$ cat src/rtl/peb_sparse_expand_pkg.sv
// Shared types and helpers for the sparse activation expander.
package peb_sparse_expand_pkg;

   typedef enum logic {
      ST_IDLE = 1'b0,
      ST_EXP  = 1'b1
   } state_t;

   // Ceiling log2, used for popcount/rank and chunk index widths.
   function automatic int c_log_2(input int n);
      int r;
      r = 0;
      while ((1 << r) < n) r++;
      return r;
   endfunction

   // Number of LANES-wide chunks in one flag word.
   function automatic int chunks(input int flag_width, input int lanes);
      return flag_width / lanes;
   endfunction

endpackage

$ cat src/rtl/peb_zero_insert.sv
// Combinational rank/mux network: packed non-zero entries from the FIFO
// window are spread back out to the lanes selected by the mask; unselected
// lanes read zero. k is the number of window entries consumed.
module peb_zero_insert
   import peb_sparse_expand_pkg::*;
#(
   parameter int DATA_WIDTH = 8,
   parameter int LANES      = 4,
   localparam int CW        = c_log_2(LANES) + 1
) (
   input  logic [LANES-1:0]            mask,
   input  logic [DATA_WIDTH*LANES-1:0] win,
   output logic [DATA_WIDTH*LANES-1:0] dense,
   output logic [CW-1:0]               k
);

   // Running rank: each set mask bit takes the next packed window entry.
   always_comb begin
      logic [CW-1:0] rank;
      rank  = '0;
      dense = '0;
      for (int j = 0; j < LANES; j++) begin
         if (mask[j]) begin
            dense[DATA_WIDTH*j +: DATA_WIDTH] = win[DATA_WIDTH*rank +: DATA_WIDTH];
            rank = rank + CW'(1);
         end
      end
      k = rank;
   end

endmodule

$ cat src/rtl/peb_sparse_expand.sv
// Sparse activation expander: one flag word per visit to IDLE, then one
// dense beat per chunk, popping only the non-zero entries from the FIFO.
//
//   state   | meaning
//   --------+------------------------------------------------------------
//   ST_IDLE | waiting for a flag word; pops and latches it when present
//   ST_EXP  | emitting one beat per chunk of the latched flag word
module peb_sparse_expand
   import peb_sparse_expand_pkg::*;
#(
   parameter int DATA_WIDTH = 8,
   parameter int LANES      = 4,
   parameter int FLAG_WIDTH = 16,
   parameter int ADDR_WIDTH = 4
) (
   input  logic                        clk,
   input  logic                        rst_n,
   input  logic                        Reset,
   input  logic                        flag_empty,
   input  logic [FLAG_WIDTH-1:0]       flag_data,
   output logic                        flag_pop,
   input  logic [DATA_WIDTH*LANES-1:0] dat_win,
   input  logic [ADDR_WIDTH:0]         dat_count,
   output logic                        dat_pop,
   output logic [ADDR_WIDTH-1:0]       dat_pop_offset,
   output logic [DATA_WIDTH*LANES-1:0] out_data,
   output logic                        out_valid,
   output logic                        out_last,
   input  logic                        out_ready
);

   localparam int CHUNKS = chunks(FLAG_WIDTH, LANES);
   localparam int CW     = c_log_2(LANES) + 1;
   localparam int IW     = (CHUNKS > 1) ? c_log_2(CHUNKS) : 1;
   localparam logic [IW-1:0] IDX_LAST = IW'(CHUNKS - 1);

   state_t                      state, state_nxt;
   logic [IW-1:0]               idx, idx_nxt;
   logic [FLAG_WIDTH-1:0]       flag_reg;
   logic [LANES-1:0]            chunk;
   logic [DATA_WIDTH*LANES-1:0] dense;
   logic [CW-1:0]               k;
   logic [ADDR_WIDTH-1:0]       k_ext;
   logic                        in_rst;
   logic                        can_out;
   logic                        fire;
   logic                        flag_take;

   // Pops are suppressed whenever either reset is active so the FIFOs never
   // see a request from a state that is about to be discarded.
   assign in_rst    = !rst_n || Reset;
   assign chunk     = flag_reg[idx*LANES +: LANES];
   assign k_ext     = ADDR_WIDTH'(k);
   assign can_out   = !out_valid || out_ready;
   assign fire      = !in_rst && (state == ST_EXP) && can_out &&
                      (dat_count >= {1'b0, k_ext});
   assign flag_take = !in_rst && (state == ST_IDLE) && !flag_empty;

   assign flag_pop       = flag_take;
   assign dat_pop        = fire && (k != '0);
   assign dat_pop_offset = dat_pop ? k_ext : '0;

   peb_zero_insert #(
      .DATA_WIDTH (DATA_WIDTH),
      .LANES      (LANES)
   ) u_zero_insert (
      .mask  (chunk),
      .win   (dat_win),
      .dense (dense),
      .k     (k)
   );

   // Next-state and chunk index.
   always_comb begin
      state_nxt = state;
      idx_nxt   = idx;
      case (state)
         ST_IDLE: begin
            if (flag_take) begin
               state_nxt = ST_EXP;
               idx_nxt   = '0;
            end
         end
         ST_EXP: begin
            if (fire) begin
               if (idx == IDX_LAST) begin
                  idx_nxt   = '0;
                  state_nxt = ST_IDLE;
               end else begin
                  idx_nxt = idx + IW'(1);
               end
            end
         end
         default: begin
            state_nxt = ST_IDLE;
            idx_nxt   = '0;
         end
      endcase
   end

   // State register and chunk index.
   always_ff @(posedge clk or negedge rst_n) begin
      if (!rst_n) begin
         state <= ST_IDLE;
         idx   <= '0;
      end else if (Reset) begin
         state <= ST_IDLE;
         idx   <= '0;
      end else begin
         state <= state_nxt;
         idx   <= idx_nxt;
      end
   end

   // Flag latch and output beat register with valid/ready hold.
   always_ff @(posedge clk or negedge rst_n) begin
      if (!rst_n) begin
         flag_reg  <= '0;
         out_data  <= '0;
         out_valid <= 1'b0;
         out_last  <= 1'b0;
      end else if (Reset) begin
         flag_reg  <= '0;
         out_data  <= '0;
         out_valid <= 1'b0;
         out_last  <= 1'b0;
      end else begin
         if (flag_take) flag_reg <= flag_data;
         if (fire) begin
            out_data  <= dense;
            out_valid <= 1'b1;
            out_last  <= (idx == IDX_LAST);
         end else if (out_ready) begin
            out_valid <= 1'b0;
         end
      end
   end

endmodule

$ cat config.mk
export PLATFORM = sky130hd
export DESIGN_NAME = peb_sparse_expand
export DESIGN_NICKNAME = d
export VERILOG_FILES = /design/src/rtl/peb_sparse_expand_pkg.sv /design/src/rtl/peb_zero_insert.sv /design/src/rtl/peb_sparse_expand.sv
export SDC_FILE = /design/constraint.sdc
export NUM_CORES = 1
export LEC_CHECK = 0
export ABC_AREA = 1
export CAP_MARGIN = 15
export CORE_MARGIN = 1.5
export CORE_UTILIZATION = 51
export CTS_BUF_LIST = sky130_fd_sc_hd__clkbuf_2
export CTS_CLUSTER_DIAMETER = 150
export CTS_CLUSTER_SIZE = 14
export DETAILED_ROUTE_END_ITERATION = 12
export MAX_ROUTING_LAYER = met4
export PLACE_DENSITY = 0.93
export SLEW_MARGIN = 20
export SYNTH_ARGS = -nofsm -noshare
export SYNTH_HDL_FRONTEND = slang
export SYNTH_HIERARCHICAL = 1
export SYNTH_SLANG_ARGS = --single-unit
$ cat constraint.sdc
create_clock -name clk -period 8 [get_ports clk]
set_input_delay 0.8 -clock clk [delete_from_list [all_inputs] [get_ports clk]]
set_output_delay 0.8 -clock clk [all_outputs]
set_load 0.02 [all_outputs]
## After elaboration in Yosys (flattened, before gate mapping)

Cells that the tools add are included.

| storage, ports and cells | value |
|---|---|
| output and inout bits | 40 |
| word-level logic and storage cells | 64 |
| bits of input ports | 58 |
| register bits | 53 |

| cells by class | value |
|---|---|
| shift-type cells | 4 |
| reduce and logical (&&, ||, !) cells | 17 |
| equal/unequal tests | 3 |
| $lt $le $gt $ge | 1 |
| add/sub/neg operators | 4 |
| mux-type cells | 28 |
| bitwise operators | 1 |

Operator list:

| operator | count |
|---|---|
| $mux 32 | 2 |
| $shiftx 32x7->8 | 2 |
| $mux 16 | 2 |
| $mux 8 | 4 |
| $shiftx 32x5->8 | 1 |
| $shiftx 16x5->4 | 1 |
| $mux 3 | 4 |
| $mux 1 | 10 |
| $mux 2 | 4 |
| $add 3x1->3 const B | 2 |
| $logic_and 1x1->1 | 6 |
| $reduce_bool 3->1 | 2 |
| $ge 5x3->1 | 1 |
| $logic_not 1->1 | 4 |
| $pmux 2 s2 | 1 |
| $reduce_bool 2->1 | 2 |
| $ne 3x2->1 const B | 1 |
| $ne 3x3->1 const B | 1 |
| $add 1x1->2 const B | 1 |
| $add 2x1->2 const B | 1 |
| $eq 2x2->1 const B | 1 |
| $logic_or 1x1->1 | 2 |
| $pmux 1 s2 | 1 |
| $reduce_and 2->1 | 1 |
| $not 1->1 | 1 |

## Longest topological paths before layout

Gate-level depths: netlist of the first run.

| depth | value |
|---|---|
| depth in word-level cells | 13 |
| depth in mapped cells | 24 |
| depth with buffers taken out | 22 |

## Hierarchy

The synthesis of the first run kept the hierarchy.

By module, submodules not included:

| module | sequential area each (µm²) | area an instance (µm²) | instances | cells an instance |
|---|---|---|---|---|
| peb_sparse_expand | 1326.3 | 2402.3 | 1 | 292 |
| peb_zero_insert | 0.0 | 949.7 | 1 | 211 |

## Worst setup path before layout of the first run

No wires, ideal clock.

| timing | value |
|---|---|
| path kind | register to output |
| from | register idx[0] |
| to | output dat_pop |
| stages on the path, launching flop included | 23 |
| buffers on the path | 3 |
| setup slack | 3502 ps |
| arrival time | 3698 ps |
| data required time | 7200 ps |
| cells stage by stage | dfrtp_1 -> clkbuf_1 -> o21ai_0 -> o22ai_1 -> clkbuf_1 -> inv_1 -> ha_1 -> inv_2 -> nand2_4 -> nand2_4 -> inv_2 -> ha_1 -> nand2_1 -> xor2_1 -> inv_1 -> ha_1 -> nand2_1 -> inv_1 -> nand2_1 -> nand2_1 -> nand2_4 -> buf_2 -> a21oi_1 |

| between the ends | value |
|---|---|
| longest elaborated chain between the ends | 11 |
| elaborated cells between the ends (all ways) | 12 |
| those cells by class | add/sub (3); order compare (1); shift (1); mux (4); reduce/logical (3) |

RTL lines:

| element | RTL line | source |
|---|---|---|
| start, declared | peb_sparse_expand.sv:38 | `logic [IW-1:0] idx, idx_nxt;` |
| start signal, assigned | peb_sparse_expand.sv:111 | `idx <= idx_nxt;` |
| $shiftx 16x5->4 (*) | peb_sparse_expand.sv:52 | `assign chunk = flag_reg[idx*LANES +: LANES];` |
| named net chunk[0] | peb_sparse_expand.sv:40 | `logic [LANES-1:0] chunk;` |
| $mux 1 (*) | peb_zero_insert.sv:23 | `if (mask[j]) begin` |
| $add 1x1->2 | peb_zero_insert.sv:25 | `rank = rank + CW'(1);` |
| $mux 3 (*) | peb_zero_insert.sv:23 |  |
| $add 3x1->3 | peb_zero_insert.sv:25 |  |
| $mux 3 (*) | peb_zero_insert.sv:23 |  |
| $add 3x1->3 | peb_zero_insert.sv:25 |  |
| $mux 3 (*) | peb_zero_insert.sv:23 |  |
| named net k[2] | peb_sparse_expand.sv:42 | `logic [CW-1:0] k;` |
| $ge 5x3->1 | peb_sparse_expand.sv:56 | `(dat_count >= {1'b0, k_ext});` |
| $logic_and 1x1->1 | peb_sparse_expand.sv:55 | `assign fire = !in_rst && (state == ST_EXP) && can_out &&` |
| $logic_and 1x1->1 (*) | peb_sparse_expand.sv:60 | `assign dat_pop = fire && (k != '0);` |
| end, declared | peb_sparse_expand.sv:24 | `output logic dat_pop,` |

Mark *: on every way through the listed nets, which the timed path passes. The rest lies on a longest branch.

## Final worst setup path of the first run

| timing | value |
|---|---|
| from | register idx[0] |
| to | output dat_pop |

| between the ends | value |
|---|---|
| elaborated cells between the ends (all ways) | 12 |
| those cells by class | add/sub (3); order compare (1); shift (1); mux (4); reduce/logical (3) |

RTL lines:

| element | RTL line |
|---|---|
| $shiftx 16x5->4 (*) | peb_sparse_expand.sv:52 |
| named net chunk[1] | peb_sparse_expand.sv:40 |
| $mux 3 (*) | peb_zero_insert.sv:23 |
| $add 3x1->3 | peb_zero_insert.sv:25 |
| $mux 3 (*) | peb_zero_insert.sv:23 |
| $add 3x1->3 | peb_zero_insert.sv:25 |
| $mux 3 (*) | peb_zero_insert.sv:23 |
| named net k[2] | peb_sparse_expand.sv:42 |
| $ge 5x3->1 | peb_sparse_expand.sv:56 |
| $logic_and 1x1->1 | peb_sparse_expand.sv:55 |
| $logic_and 1x1->1 (*) | peb_sparse_expand.sv:60 |

Marks and branches as above.

==> results of run 1 <==
[how the worst min path moves through the flow]
stage	from	to
floorplan	flag_reg[10]$_DFFE_PN0P_	flag_reg[10]$_DFFE_PN0P_
global placement	flag_reg[4]$_DFFE_PN0P_	flag_reg[4]$_DFFE_PN0P_
detailed placement	flag_reg[7]$_DFFE_PN0P_	flag_reg[7]$_DFFE_PN0P_
CTS	rst_n	out_last$_DFFE_PN0P_
global route	rst_n	out_data[5]$_DFFE_PN0P_
finish	rst_n	out_valid$_DFFE_PN0P_
[logic make-up (layout without fill, tap and decap cells)]
kind of cell / Yosys count / count (layout) / share of synthesized area
AND/OR/NAND/NOR: 304 / 304 / 0.3778
buffers and inverters: 82 / 163 / 0.1109
AO/OA/AOI/OAI: 54 / 54 / 0.08324
flip-flops: 53 / 53 / 0.3957
adder cells (fa/ha/maj): 7 / 7 / 0.02613
XOR/XNOR: 2 / 2 / 0.005227
other: 1 / 1 / 0.001119
[power breakdown]
group	total (mW)	switching [mW]	internal, mW	leakage (nW)
clock	0.108	0.0836	0.0241	0.0292
sequential	0.281	0.00536	0.275	0.733
combinational	0.191	0.120	0.0715	1.54
[area by class of cell]
cell class                 instances  area share
clock buffer                       7    0.008135
clock inverter                     1    0.001743
inverter                          57     0.05026
multi-input combinational        368      0.3841
sequential                        53      0.3080
tap                               77     0.02237
timing repair buffer              98      0.2255
[cell usage in the layout (no fill, tap or decap), drive strengths merged, types with 9 or more instances in the layout]
cell / count
o21ai: 23
nor2: 40
dfrtp: 53
nand2: 194
nor3: 9
nand3: 61
a21oi: 27
clkdlybuf4s50: 95
inv: 57
[metal layers]
metal | vias to the layer above | part of all wire | wire (µm)
met5 | - | 0 | 0
met4 | 0 | 0.012 | 114
met3 | 12 | 0.046 | 443
li1 | 1736 | - | -
met1 | 1616 | 0.45 | 4320
met2 | 116 | 0.49 | 4730
==> metrics.csv, run 1 <==
metric,value,unit
outcome,"complete, no violations",
maxCapViolCount,0,
final-hold-violation-count,0,
clk_pin_slew_worst_paths,0.28,ns
finalCriticalPeriod,6.470,ns
endpoint,dat_pop,
nets,648,
multi_input_area,1654,µm²
row_count,29,
skew,0.02978,ns
hpwl,7386,µm
viasPerCell,5.265,
antenna_found_initial,0,
largest_reg_flops,32,
max_slew_margin,0.4952,
worst-path-stages,21,
synth.avg_cell_area,6.664,µm²
power,0.5796,mW
gp_congestion,0.9359,
crit_family,buffers and inverters,
cp_num_buf_inv,6,
critPathLaunchType,register,
dp_cells,653,
arrival,5.67,ns
reg2reg_depth,22,
reg2reg_slack,2.93,ns
clock_path_buffers,2,
clk-insertion-delay-late,0.44,ns
post_cts_buffers,0,
yosysTopAreaCellShare,0.3957,
cellPowerDensity,134.6,nW/µm²
cp_max_fo,42,
wirelength,9609,µm
initial_utilization,0.5279,
vias,3480,
ys_types,25,
detail-route-antenna-nets,0,
cts_buffers,5,
setup_viol,0,
synth_flop_cell,dfrtp_1,
fmax,154.6,MHz
crit_slowest_cell,ha_1,
fillers,591,
overflow,0,
yosys_warnings,6,
fin_tns_setup,0,ns
cts_resized,0,
coreArea,6350,µm²
max_stage_delay,0.74,ns
hold_class,primary input to async pin,
die-area,7068,µm²
place_ws,2.087,ns
grt_usage,0.2894,
cts_hold_buf,0,
die_x,84.07,µm
report.final.slew_viol_count,0,
grt_max_degree,56,
cts_tree,built,
grt_pass1_wl,16070,µm
synth_common_cells,"nand2_1, nand3_1, dfrtp_1",
fin_ws,1.530,ns
h-tree-depth,2,
stdcell_area,4307,µm²
synth_area_leaders,"dfrtp_1, nand2_1, nand3_1",
worst_pin_slew,0.7573,ns
placed_area,4264,µm²
yosysSeqAreaShare,0.3957,
synthCells,503,
grt_use_met3,0.03858,
synth_nets,568,
vdd_drop_max,0.00008503,V
crit_chain,"inv_1, o21ai_0, o22ai_1, inv_1, ha_1, inv_2, nand2_4, nand2_4, inv_2, ha_1, nand2_1, xor2_1, inv_1, ha_1, nand2_1, nand2_1, nor2_1, nand2_1, nand2_4, a21oi_1, clkdlybuf4s50_1",
ys_ff_latch,53,
fp.dieH,84.07,µm
min_period_over_period,0.8087,
cp-startpoint,idx[0]$_DFFE_PN0P_,
rr_startpoint,idx[0]$_DFFE_PN0P_,
cp.required,7.20,ns
worstReg2RegEnd,out_data[13]$_DFFE_PN0P_,
wl_per_cell,14.54,µm
ios,98,
syn_area,3352,µm²
numClockSinks,53,
first_iter_violations,260,
diodes,0,
async_reset_ff_frac,1.000,
first_pass_iters,5,
port_buffers,96,
grt_use_met2,0.4865,
grt_pass1_vias,3473,
drive_gt1_frac,0.04281,
busiest_layer,met2,
root_buffer,clkbuf_2,
hold_slack,0.4517,ns
post-route-util,0.6782,
regArea,1326,µm²
route.detailed.drc,0,
synth_edf_count,0,
rsz0062_at_grt,false,
cp-end-kind,primary output,
synth_top_area_cell,dfrtp_1,
path_class,register to primary output,
worst_path_most_repeated_cell,nand2_1,
synth_most_common_cell,nand2_1,
groute.layer.met1.usage,0.3706,
p_leak,2.302,nW
area_delta_synth_final,28.48,%
instances_no_fill,661,
Note: power is estimated with default switching activity, not from simulation.
==> inputs of run 2 (changes only) <==
--- a/config.mk
+++ b/config.mk
@@ -8,13 +8,13 @@
 export ABC_AREA = 1
 export CAP_MARGIN = 15
 export CORE_MARGIN = 1.5
-export CORE_UTILIZATION = 51
+export CORE_UTILIZATION = 49
 export CTS_BUF_LIST = sky130_fd_sc_hd__clkbuf_2
 export CTS_CLUSTER_DIAMETER = 150
 export CTS_CLUSTER_SIZE = 14
 export DETAILED_ROUTE_END_ITERATION = 12
 export MAX_ROUTING_LAYER = met4
-export PLACE_DENSITY = 0.93
+export PLACE_DENSITY = 0.9
 export SLEW_MARGIN = 20
 export SYNTH_ARGS = -nofsm -noshare
 export SYNTH_HDL_FRONTEND = slang
==> constraint.sdc (replaced) <==
create_clock -name clk -period 6.1 [get_ports clk]
set_input_delay 0.61 -clock clk [delete_from_list [all_inputs] [get_ports clk]]
set_output_delay 0.61 -clock clk [all_outputs]
set_load 0.02 [all_outputs]
==> run 2 against run 1 <==
Against the previous run:
- critical path depth unchanged
- critical path type unchanged
- worst hold slack got worse by 0.39 ns
- global-route usage decreased by 0.65 points
- sequential power increased by 31%
- register-to-register slack got worse by 1.2 ns
- largest cell class unchanged
- highest routed layer unchanged
- power increased by 39%
- via count decreased by 0.23%
==> metrics.csv, run 2 (synthesis gave the netlist of run 1 again) <==
metric,value,unit
antenna_found_initial,0,
fmax,176.7,MHz
coreArea,6495,µm²
first_pass_iters,6,
max_slew_margin,0.4753,
max_stage_delay,0.62,ns
worst_pin_slew,0.7871,ns
first_iter_violations,353,
p_seq_frac,0.457,
mostFrequentLayoutCell,nand2_1,
root_buffer,clkbuf_2,
arrival,5.05,ns
ios,98,
h-tree-depth,2,
cts_buffers,5,
p_leak,2.319,nW
initial_utilization,0.5161,
viasPerCell,5.237,
cp_max_fo,42,
rsz0062_at_grt,false,
stdcell_area,4374,µm²
hold_slack,0.06018,ns
area_delta_synth_final,30.50,%
die_x,85.71,µm
switching_share,0.3447,
post_cts_buffers,0,
layout_common_cells,"nand2_1, clkdlybuf4s50_1, nand3_1, dfrtp_1, inv_1",
crit_chain,"inv_1, nor2_1, o22ai_1, buf_4, inv_1, ha_2, nand2_2, nand2_4, inv_2, ha_1, nand2_1, o21ai_0, inv_1, ha_1, nand2_1, inv_1, nand2_1, nand2_1, nand2_8, a21oi_1, clkdlybuf4s50_1",
drive_gt1_frac,0.04949,
clk_pin_slew_worst_paths,0.28,ns
diodes,0,
cp_num_buf_inv,7,
wirelength,9629,µm
cellPowerDensity,184.1,nW/µm²
fin_ws,0.4417,ns
p_sw,0.2776,mW
fillers,601,
final-hold-violation-count,0,
fp.dieH,85.71,µm
critPathLaunchType,register,
internal_power,0.5275,mW
grt_max_degree,43,
clock_path_buffers,2,
die-area,7346,µm²
path_class,register to primary output,
route.detailed.drc,0,
row_count,29,
cts_tree,built,
vdd_drop_max,0.00008962,V
combPwrFrac,0.322,
setup_viol,0,
skew,0.03225,ns
cp.required,5.49,ns
numClockSinks,53,
clk-insertion-delay-late,0.44,ns
maxCapViolCount,0,
vias,3472,
wl_per_cell,14.52,µm
nets,650,
finalCriticalPeriod,5.658,ns
gp_congestion,0.9722,
outcome,"complete, no violations",
overflow,0,
min_period_over_period,0.9276,
placed_area,4279,µm²
largest_reg_flops,32,
crit_slowest_cell,clkdlybuf4s50_1,
grt_usage,0.2829,
hpwl,7323,µm
grt_pass1_vias,3350,
crit_family,buffers and inverters,
hold_class,primary input to async pin,
clock_power_share,0.221,
cp-end-kind,primary output,
port_buffers,96,
grt_pass1_wl,16020,µm
fin_tns_setup,0,ns
place_ws,0.5775,ns
report.final.slew_viol_count,0,
detail-route-antenna-nets,0,
-- run 2: changes by cell type in the layout (fill, tap and decap cells not counted), sizes merged --
cell    previous run  this run
clkbuf             7         5
buf                3         5
bufinv             0         1
clkinv             0         1
-- run 2: power groups by stage --
| stage | Sequential, mW | Combinational (mW) | Clock [mW] |
|---|---|---|---|
| 3_5_place_dp | 0.374 | 0.252 | 0 |
| 3_3_place_gp | 0.373 | 0.248 | 0 |
| 5_1_grt | 0.370 | 0.290 | 0.196 |
| 4_1_cts | 0.368 | 0.253 | 0.184 |
| 6_report | 0.368 | 0.259 | 0.178 |
| 2_1_floorplan | 0.374 | 0.164 | 0 |
-- run 2: metrics by stage --
| step | instances | total power [mW] | utilization |
|---|---|---|---|
| 2_1_floorplan | 503 | 0.5388 | - |
| 3_3_place_gp | 655 | 0.6214 | 0.6588 |
| 3_5_place_dp | 655 | 0.6258 | 0.6588 |
| 4_1_cts | 663 | 0.8052 | 0.6690 |
| 5_1_grt | 663 | 0.8557 | 0.6735 |
| 6_report | 663 | 0.8051 | 0.6735 |
-- run 2: area by class of cell --
type | instances | area, µm² | area share
Clock buffer | 5 | 25.02 | 0.005721
Clock inverter | 3 | 41.29 | 0.009439
Inverter | 57 | 219.0 | 0.05006
Multi-Input combinational cell | 368 | 1679 | 0.3839
Sequential cell | 53 | 1328 | 0.3035
Tap cell | 77 | 96.34 | 0.02203
Timing Repair Buffer | 100 | 985.9 | 0.2254
-- run 2: worst paths after layout --
| path | start | to | slack [ns] | cells after the start |
|---|---|---|---|---|
| worst max register to register | idx[0]$_DFFE_PN0P_ | out_data[16]$_DFFE_PN0P_ | 1.71 | 22 |
| worst min-delay path | rst_n | out_valid$_DFFE_PN0P_ | 0.06 | 1 |
| worst max-delay path | idx[0]$_DFFE_PN0P_ | dat_pop | 0.44 | 21 |
| worst min register to register | flag_reg[9]$_DFFE_PN0P_ | flag_reg[9]$_DFFE_PN0P_ | 0.51 | 2 |
| max in group asynchronous | rst_n | out_data[17]$_DFFE_PN0P_ | 5.17 | 2 |
| min in group clk | flag_reg[9]$_DFFE_PN0P_ | flag_reg[9]$_DFFE_PN0P_ | 0.51 | 2 |
-- run 2: timing repair --
item	4_1_cts	5_1_grt
gates resized for setup	0	6
hold endpoints to repair	0	0
hold buffers	0	0
setup endpoints to repair	0	4
-- run 2: routing by layer --
| layer | vias up | routed length, µm | GRT usage |
|---|---|---|---|
| li1 | 1732 | - | - |
| met1 | 1612 | 4520 | 0.3662 |
| met2 | 110 | 4535 | 0.4631 |
| met3 | 18 | 375 | 0.03369 |
| met4 | 0 | 197 | 0.09531 |
| met5 | - | 0 | - |
